--- config.mk ---
export PLATFORM = sky130hd
export DESIGN_NAME = uncached_data_bridge
export DESIGN_NICKNAME = d
export VERILOG_FILES = /design/src/rtl/uncached_data_bridge.sv
export SDC_FILE = /design/constraint.sdc
export NUM_CORES = 1
export LEC_CHECK = 0
export CORE_AREA = 2 2 93 139
export CTS_CLUSTER_DIAMETER = 100
export CTS_CLUSTER_SIZE = 20
export DETAILED_ROUTE_END_ITERATION = 7
export DIE_AREA = 0 0 95 141
export PLACE_DENSITY_LB_ADDON = 0.2
export SETUP_SLACK_MARGIN = 0.1
export SYNTH_ARGS = -nofsm -noshare
export SYNTH_HDL_FRONTEND = slang
export SYNTH_SLANG_ARGS = --single-unit
--- constraint.sdc ---
create_clock -name clk -period 2.3 [get_ports clk]
set_input_delay 0.46 -clock clk [delete_from_list [all_inputs] [get_ports clk]]
set_output_delay 0.46 -clock clk [all_outputs]
set_load 0.005 [all_outputs]
--- src/rtl/uncached_data_bridge.sv ---
// -----------------------------------------------------------------------------
// uncached_data_bridge
//
// Turns one uncached CPU data request (undcache_*) into a single-beat
// AXI4-Lite read or write on the system bus. It completes the request with a
// one-cycle ready pulse that carries the read data and a bus-error flag. Only
// one access is in flight at a time. The only storage is the latched request.
//
// Ports
//   clk, rst                   clock; asynchronous active-low reset
//   undcache_en_i              request valid (held by the CPU until ready)
//   undcache_byte_en_i [3:0]   nonzero = write strobes, zero = read
//   undcache_rw_addr_i [31:0]  physical address (passed through unmodified)
//   undcache_write_data_i[31:0] write data
//   undcache_ready_o           one-cycle completion pulse
//   undcache_read_data_o[31:0] read data, valid with ready (0 for writes)
//   undcache_bus_err_o         high with ready when xRESP != OKAY
//   ar*/r*/aw*/w*/b*           AXI4-Lite manager channels; all outputs registered
// -----------------------------------------------------------------------------
module uncached_data_bridge (
    input  logic        clk,
    input  logic        rst,
    input  logic        undcache_en_i,
    input  logic [3:0]  undcache_byte_en_i,
    input  logic [31:0] undcache_rw_addr_i,
    input  logic [31:0] undcache_write_data_i,
    output logic        undcache_ready_o,
    output logic [31:0] undcache_read_data_o,
    output logic        undcache_bus_err_o,
    output logic [31:0] araddr,
    output logic        arvalid,
    input  logic        arready,
    input  logic [31:0] rdata,
    input  logic [1:0]  rresp,
    input  logic        rvalid,
    output logic        rready,
    output logic [31:0] awaddr,
    output logic        awvalid,
    input  logic        awready,
    output logic [31:0] wdata,
    output logic [3:0]  wstrb,
    output logic        wvalid,
    input  logic        wready,
    input  logic [1:0]  bresp,
    input  logic        bvalid,
    output logic        bready
);

    localparam int ADDR_W = 32;
    localparam int DATA_W = 32;

    typedef enum logic [2:0] {
        IDLE    = 3'd0,
        RD_ADDR = 3'd1,
        RD_DATA = 3'd2,
        WR_REQ  = 3'd3,
        WR_RESP = 3'd4,
        DONE    = 3'd5
    } state_e;

    state_e              state_q,   state_d;
    logic [ADDR_W-1:0]   addr_q,    addr_d;
    logic [DATA_W-1:0]   wdata_q,   wdata_d;
    logic [3:0]          strb_q,    strb_d;
    logic [DATA_W-1:0]   rdata_q,   rdata_d;
    logic                err_q,     err_d;
    logic                ready_q,   ready_d;
    logic                arvalid_q, arvalid_d;
    logic                rready_q,  rready_d;
    logic                awvalid_q, awvalid_d;
    logic                wvalid_q,  wvalid_d;
    logic                bready_q,  bready_d;
    logic                aw_done_q, aw_done_d;
    logic                w_done_q,  w_done_d;

    logic aw_fire;
    logic w_fire;

    always_ff @(posedge clk or negedge rst) begin
        if (!rst) begin
            state_q   <= IDLE;
            addr_q    <= '0;
            wdata_q   <= '0;
            strb_q    <= '0;
            rdata_q   <= '0;
            err_q     <= 1'b0;
            ready_q   <= 1'b0;
            arvalid_q <= 1'b0;
            rready_q  <= 1'b0;
            awvalid_q <= 1'b0;
            wvalid_q  <= 1'b0;
            bready_q  <= 1'b0;
            aw_done_q <= 1'b0;
            w_done_q  <= 1'b0;
        end else begin
            state_q   <= state_d;
            addr_q    <= addr_d;
            wdata_q   <= wdata_d;
            strb_q    <= strb_d;
            rdata_q   <= rdata_d;
            err_q     <= err_d;
            ready_q   <= ready_d;
            arvalid_q <= arvalid_d;
            rready_q  <= rready_d;
            awvalid_q <= awvalid_d;
            wvalid_q  <= wvalid_d;
            bready_q  <= bready_d;
            aw_done_q <= aw_done_d;
            w_done_q  <= w_done_d;
        end
    end

    // Every bus output is a register, so the next-state logic computes the
    // value each output must carry in the following state.
    always_comb begin
        state_d   = state_q;
        addr_d    = addr_q;
        wdata_d   = wdata_q;
        strb_d    = strb_q;
        rdata_d   = rdata_q;
        err_d     = err_q;
        ready_d   = 1'b0;
        arvalid_d = arvalid_q;
        rready_d  = rready_q;
        awvalid_d = awvalid_q;
        wvalid_d  = wvalid_q;
        bready_d  = bready_q;
        aw_done_d = aw_done_q;
        w_done_d  = w_done_q;

        aw_fire = awvalid_q && awready;
        w_fire  = wvalid_q && wready;

        case (state_q)
            IDLE: begin
                if (undcache_en_i) begin
                    addr_d  = undcache_rw_addr_i;
                    wdata_d = undcache_write_data_i;
                    strb_d  = undcache_byte_en_i;
                    rdata_d = '0;
                    err_d   = 1'b0;
                    if (undcache_byte_en_i == 4'b0000) begin
                        state_d   = RD_ADDR;
                        arvalid_d = 1'b1;
                    end else begin
                        state_d   = WR_REQ;
                        awvalid_d = 1'b1;
                        wvalid_d  = 1'b1;
                        aw_done_d = 1'b0;
                        w_done_d  = 1'b0;
                    end
                end
            end

            RD_ADDR: begin
                if (arvalid_q && arready) begin
                    arvalid_d = 1'b0;
                    rready_d  = 1'b1;
                    state_d   = RD_DATA;
                end
            end

            RD_DATA: begin
                if (rvalid) begin
                    rready_d = 1'b0;
                    rdata_d  = rdata;
                    err_d    = (rresp != 2'b00);
                    ready_d  = 1'b1;
                    state_d  = DONE;
                end
            end

            // AW and W complete independently; a handshake in this cycle
            // counts together with one already recorded in the done flags.
            WR_REQ: begin
                if (aw_fire) begin
                    awvalid_d = 1'b0;
                    aw_done_d = 1'b1;
                end
                if (w_fire) begin
                    wvalid_d = 1'b0;
                    w_done_d = 1'b1;
                end
                if ((aw_done_q || aw_fire) && (w_done_q || w_fire)) begin
                    bready_d = 1'b1;
                    state_d  = WR_RESP;
                end
            end

            WR_RESP: begin
                if (bvalid) begin
                    bready_d = 1'b0;
                    err_d    = (bresp != 2'b00);
                    ready_d  = 1'b1;
                    state_d  = DONE;
                end
            end

            // ready is high during this state. Data and err clear on exit so
            // they only show up alongside the pulse.
            DONE: begin
                rdata_d = '0;
                err_d   = 1'b0;
                state_d = IDLE;
            end

            default: begin
                state_d = IDLE;
            end
        endcase
    end

    assign undcache_ready_o     = ready_q;
    assign undcache_read_data_o = rdata_q;
    assign undcache_bus_err_o   = err_q;

    assign araddr  = addr_q;
    assign arvalid = arvalid_q;
    assign rready  = rready_q;
    assign awaddr  = addr_q;
    assign awvalid = awvalid_q;
    assign wdata   = wdata_q;
    assign wstrb   = strb_q;
    assign wvalid  = wvalid_q;
    assign bready  = bready_q;

endmodule

Word-level counts from Yosys, hierarchy flattened --
Index checks and enable logic that the tools add are counted.
Storage, ports and cells: bits in registers 112, output and inout port bits 139
Cells by class: eq/ne operators 14, muxes and demuxes 39, reduce and logical (&&, ||, !) cells 25
Operators with widths (number):
- $pmux 32 s3 | 1
- $mux 32 | 2
- $mux 1 | 20
- $ne 2x2->1 const B | 9
- $pmux 1 s2 | 8
- $reduce_and 4->1 | 4
- $mux 3 | 5
- $pmux 3 s5 | 1
- $reduce_bool 2->1 | 6
- $reduce_and 3->1 | 3
- $eq 3x2->1 const B | 2
- $eq 3x3->1 const B | 2
- $reduce_and 5->1 | 1
- $logic_and 1x1->1 | 4
- $logic_not 4->1 | 1
- $pmux 1 s4 | 1
- $reduce_bool 4->1 | 1
- $eq 3x1->1 const B | 1
- $logic_not 3->1 | 1
- $reduce_bool 3->1 | 1
- $logic_or 1x1->1 | 2
- $mux 2 | 1
- $reduce_and 2->1 | 1

Logic depth before layout (Yosys ltp) --
word-level depth 5, gate-level depth with buffers 5, mapped depth without buffers 3

Worst setup path after synthesis --
OpenSTA, ideal clock, no wires.
path kind register to register, start point reg state_q[2], end point reg addr_q[0], in the netlist araddr[0], library setup time 125 ps, arrival time 1460 ps, required time 2175 ps, slack 715 ps, cell stages (with the launch flop) 5, buffers on the path 2, period minus slack after synthesis 1585 ps, cell sequence dfrtp_1 -> buf_2 -> nor4b_4 -> buf_2 -> mux2_2
Between the ends: longest elaborated chain between the ends 2
Ends and longest elaborated chain:
- from (decl) | line 61 | state_e state_q, state_d;
- from (signal assigned) | line 96 | state_q <= state_d;
- $logic_not 3->1 | line 134 | case (state_q)
- $reduce_and 2->1 (no source line)
- to (signal assigned) | line 97 | addr_q <= addr_d;
- to (decl) | line 62 | logic [ADDR_W-1:0] addr_q, addr_d;
No other way between the ends. A chain may end at the register's enable or synchronous reset.

Worst setup path after layout --
start point reg state_q[1], end point reg w_done_q
Between the ends: longest elaborated chain between the ends 3, elaborated cells between the ends (all ways) 8
Ends and longest elaborated chain:
- $eq 3x2->1 / $logic_not 3->1 (equally long branches) | line 134
- $ne 2x2->1 (no source line) / $reduce_bool 2->1 (equally long branches)
- $reduce_and 4->1 (no source line)
- to (signal assigned) | line 109 | w_done_q <= w_done_d;
- to (decl) | line 74 | logic w_done_q, w_done_d;
Several ways; a longest one is shown, not always the timed one.

==> results.txt <==
- The run finished with clean final reports.
- The first detailed-routing pass ran for 4 iterations.
- In this run the static leakage power is 3.08 nW.
- Skew-Pair Late Insertion Delay: 350 ps
- The detailed router placed 3,891 vias in this run.
* Total wirelength of the detailed-routed design: around 13 mm
- For this design the ratio of total power to cell area is 1290 mW/mm2.
- In the global route stage, met1 resource usage came out at between 20% and 30%.
- Width of the die: 95 um
- The total overflow left after global routing is 0.
- Mapped Cells: 392
- Number of gates given a new drive strength after cts: 0
* Final worst-path cycle share: 78.2%
* Number of sinks driven by the clock tree: 112
- Number of synthesized flops with an enable pin: 0
* HP Class: input port to asynchronous set/reset pin
- In the final timing run, aggregate negative setup slack is 0 ps.
- Max rail drop VDD: approximately 0.00056 V
- The detailed router finished its first iteration with 88 violations.
* Count of distinct cell types in the synthesized netlist: 33
- R2R Path Start: state_q[1]
* Post-CTS Repair Setup Buffers: 0
- Dpl ws: 136 ps
- In this run the register-to-register setup slack is 500 ps.
- Global routing used 35.4% of the available met2 tracks.
* Cells along the critical path: nor4b_4 > buf_12 > o21ai_1 > a22o_1
- Final layout net count: 720
- The slowest stage of the critical path belongs to the cell sky130_fd_sc_hd__dfrtp_1.
* Setup repair after global routing missed its margin: false
* Switch Pwr: 2.93 mW
- The number of antenna violations at the first check in global routing was 0.
- The final-report hold violation count came to 0.
- Area of the placeable core: 0.0123 mm2
- Post-cts hold buffer count: 0
* CP Max Fanout: 49
* Reg-to-reg endpoint: w_done_q
- Proportion of layout cells with a drive suffix above 1: 16.6%
- CTS buffer count: 9
* Number of global-route vias before repair: 4,069
- Mapped Nets: around 500
- Flops & latches, synth: between 100 and 150
* Count of max-cap constraint violations: 0
* Global routing usage summed across all routing layers: between 10% and 20%
* Setup crit end kind: flop
- From synthesis to final layout, the design area changed by 58.3%.
* Global-route met3 utilization: 4.54%
- Most heavily used metal layer in global routing: met2
- In the post-route analysis, the smallest setup slack over all paths is 501 ps.
- The H-tree was split into 3 levels.
- Internal: 6.79 mW
- Data required time at the worst endpoint: 2530 ps
* Average size of a mapped cell: about 12 um2
- The number of slew-limit violations in the final report was 0.
- For the final database, setup skew stands at 9.32 ps.
* Estimated wirelength of the detail-placed design: 9.71 mm
* Ports placed on the boundary: between 200 and 300
- Clock-pin slew was measured on the worst setup and hold paths at 70 ps.
- At the pin with the least slew margin, the transition time is roughly 520 ps.
- The smallest clock period supported by the final layout is computed as 1800 ps.
- The count of buffers added on input and output ports is 250.
* Highest cell delay on the worst timing path: approximately 540 ps
- Buffer depth of the longest clock path: 2
- The worst setup path is launched from a flop.
- Post-DR vias/cell: about 5
- In this run the core area contains 50 standard-cell rows.
- Worst-case headroom to the max-slew limit: 65.2%
* Gp weighted congestion: ~0.8
- Number of nets still failing antenna checks after routing: 0
* Antenna cells: 0
* DR WL/cell: 17.0 um
- Of the total power, registers draw between 30% and 40%.
- Setup violations remaining at the end of the flow were counted as 0.
* Switching power share of the total: 30.1%
- Crit path arrival time: a little over 2000 ps
* Synth async-reset ratio: 100%
- Fmax achieved: 0.556 GHz
* Commonest register cell after synthesis: sky130_fd_sc_hd__dfrtp_1
- Overall die area: 0.0134 mm2
* Part of the Yosys area used for sequential elements: 58.8%
* Combined area of all synthesized cells: 0.00476 mm2
- In the routed design, unresolved DRC markers number 0.
- TritonCTS built the clock tree.
- The share of total power dissipated in combinational logic is 47.4%.
* R2R cell count: 4
* Vert. Die Dim: 141 um
- For this configuration, the core starts out at a cell density of between 30% and 40%.
- Clock root buffer: sky130_fd_sc_hd__clkbuf_16
- Clock share of power: between 15 and 20%
- Syn. warnings: 0
* Type of the worst setup path: flop to flop
* First-pass GRT wire length: 20.4 mm
* Maximum number of pins on one net before global-route repair: 65
cell families after synthesis:
| family | count (synthesis) | synth area share (%) |
|---|---|---|
| buf+inv | 64 | 7.93 |
| flops | 112 | 58.8 |
| compound gates | 57 | 6.80 |
| mux | 69 | 16.3 |
| simple gates | 90 | 10.1 |
synthesized netlist by cell type (2+ instances only):
cell | number | share of area [%]
sky130_fd_sc_hd__o211ai_1 | 2 | 0.32
sky130_fd_sc_hd__dfrtp_1 | 112 | 59
sky130_fd_sc_hd__buf_2 | 8 | 0.84
sky130_fd_sc_hd__inv_1 | 6 | 0.47
sky130_fd_sc_hd__a31oi_1 | 2 | 0.26
sky130_fd_sc_hd__nor2b_1 | 3 | 0.39
sky130_fd_sc_hd__a21oi_1 | 6 | 0.63
sky130_fd_sc_hd__nand2_1 | 35 | 2.8
sky130_fd_sc_hd__nor3b_1 | 2 | 0.32
sky130_fd_sc_hd__o21ai_0 | 35 | 3.7
sky130_fd_sc_hd__mux2_2 | 69 | 16
sky130_fd_sc_hd__nand2b_1 | 2 | 0.26
sky130_fd_sc_hd__nor3_1 | 2 | 0.21
sky130_fd_sc_hd__clkbuf_2 | 3 | 0.32
sky130_fd_sc_hd__a21o_1 | 3 | 0.47
sky130_fd_sc_hd__nand4_1 | 32 | 4.2
sky130_fd_sc_hd__o22ai_1 | 2 | 0.26
sky130_fd_sc_hd__and3_1 | 2 | 0.26
sky130_fd_sc_hd__o2111ai_1 | 2 | 0.37
sky130_fd_sc_hd__clkbuf_1 | 14 | 1.1
sky130_fd_sc_hd__nor2_1 | 6 | 0.47
sky130_fd_sc_hd__buf_4 | 33 | 5.2
metrics by stage:
step | hold WS (ps) | instance area, um2 | total power, mW | std cells | utilization (%)
2_1_floorplan | 164 | 4760 | 5.51 | 392 | -
3_3_place_gp | 459 | 7230 | 8.08 | 753 | 58.7
3_5_place_dp | 468 | 7230 | 8.22 | 753 | 58.7
4_1_cts | 111 | 7540 | 9.85 | 769 | 61.2
5_1_grt | 124 | 7540 | 10.4 | 769 | 61.2
6_report | 95.5 | 7540 | 9.72 | 769 | 61.2
layout make-up:
class / count / area, um2
well taps: 156 / 195
repair buffers: 263 / 2620
clock buffers: 10 / 239
multi-input cells: 216 / 1590
clock inverters: 6 / 66.3
inverters: 6 / 22.5
flip-flops and latches: 112 / 2800
fillers: 1036 / 4790
placed cells by master, fill, tap and decap left out, types with 2 or more instances in the layout:
cell type,count
sky130_fd_sc_hd__o21ai_0,35
sky130_fd_sc_hd__buf_4,12
sky130_fd_sc_hd__nor3_1,2
sky130_fd_sc_hd__nand4_1,32
sky130_fd_sc_hd__a21oi_1,6
sky130_fd_sc_hd__clkinv_2,2
sky130_fd_sc_hd__nor2b_1,3
sky130_fd_sc_hd__mux2_2,69
sky130_fd_sc_hd__and3_1,2
sky130_fd_sc_hd__clkbuf_16,9
sky130_fd_sc_hd__buf_12,2
sky130_fd_sc_hd__dfrtp_1,112
sky130_fd_sc_hd__nand2_1,35
sky130_fd_sc_hd__a31oi_1,2
sky130_fd_sc_hd__o211ai_1,2
sky130_fd_sc_hd__o22ai_1,2
sky130_fd_sc_hd__o2111ai_1,2
sky130_fd_sc_hd__inv_1,6
sky130_fd_sc_hd__clkdlybuf4s50_1,249
sky130_fd_sc_hd__nor2_1,5
sky130_fd_sc_hd__nand2b_1,2
sky130_fd_sc_hd__a21o_1,3
sky130_fd_sc_hd__inv_6,2
how the worst max path moves through the flow:
stage / start / to / depth (start not counted)
after global routing: state_q[1] / w_done_q / 4
after detailed placement: undcache_en_i / w_done_q / 5
after global placement: undcache_en_i / w_done_q / 5
after CTS: state_q[1] / w_done_q / 4
after floorplan: state_q[2] / araddr[0] / 4
final: state_q[1] / w_done_q / 4
power groups by stage:
stage          clock network [mW]  logic (mW)  registers, mW
3_5_place_dp                    0        4.67           3.56
3_3_place_gp                    0        4.58           3.51
5_1_grt                      1.72        4.98           3.65
2_1_floorplan                   0        2.00           3.51
4_1_cts                      1.64        4.67           3.54
6_report                     1.60        4.61           3.51
worst max-delay path: cells and delay by family, from the launching register on:
kind,cells,cell delay [ps]
flops,1,540
simple gates,1,390
compound gates,2,450
buf+inv,1,300
layer usage:
layer	up-vias	routed length, um	part of all wire, %
met1	1924	4680	36
met3	26	809	6.2
met5	-	0	0
li1	1783	-	-
met2	158	7170	55
met4	0	397	3.0
sequential cells by signal (all words and copies together) (netlist names):
register / cells
araddr: 32
undcache_read_data_o: 32
wdata: 32
wstrb: 4
state_q: 3
arvalid: 1
aw_done_q: 1
awvalid: 1
bready: 1
rready: 1
undcache_bus_err_o: 1
undcache_ready_o: 1
w_done_q: 1
wvalid: 1
Power figures use the tool's default switching activity.
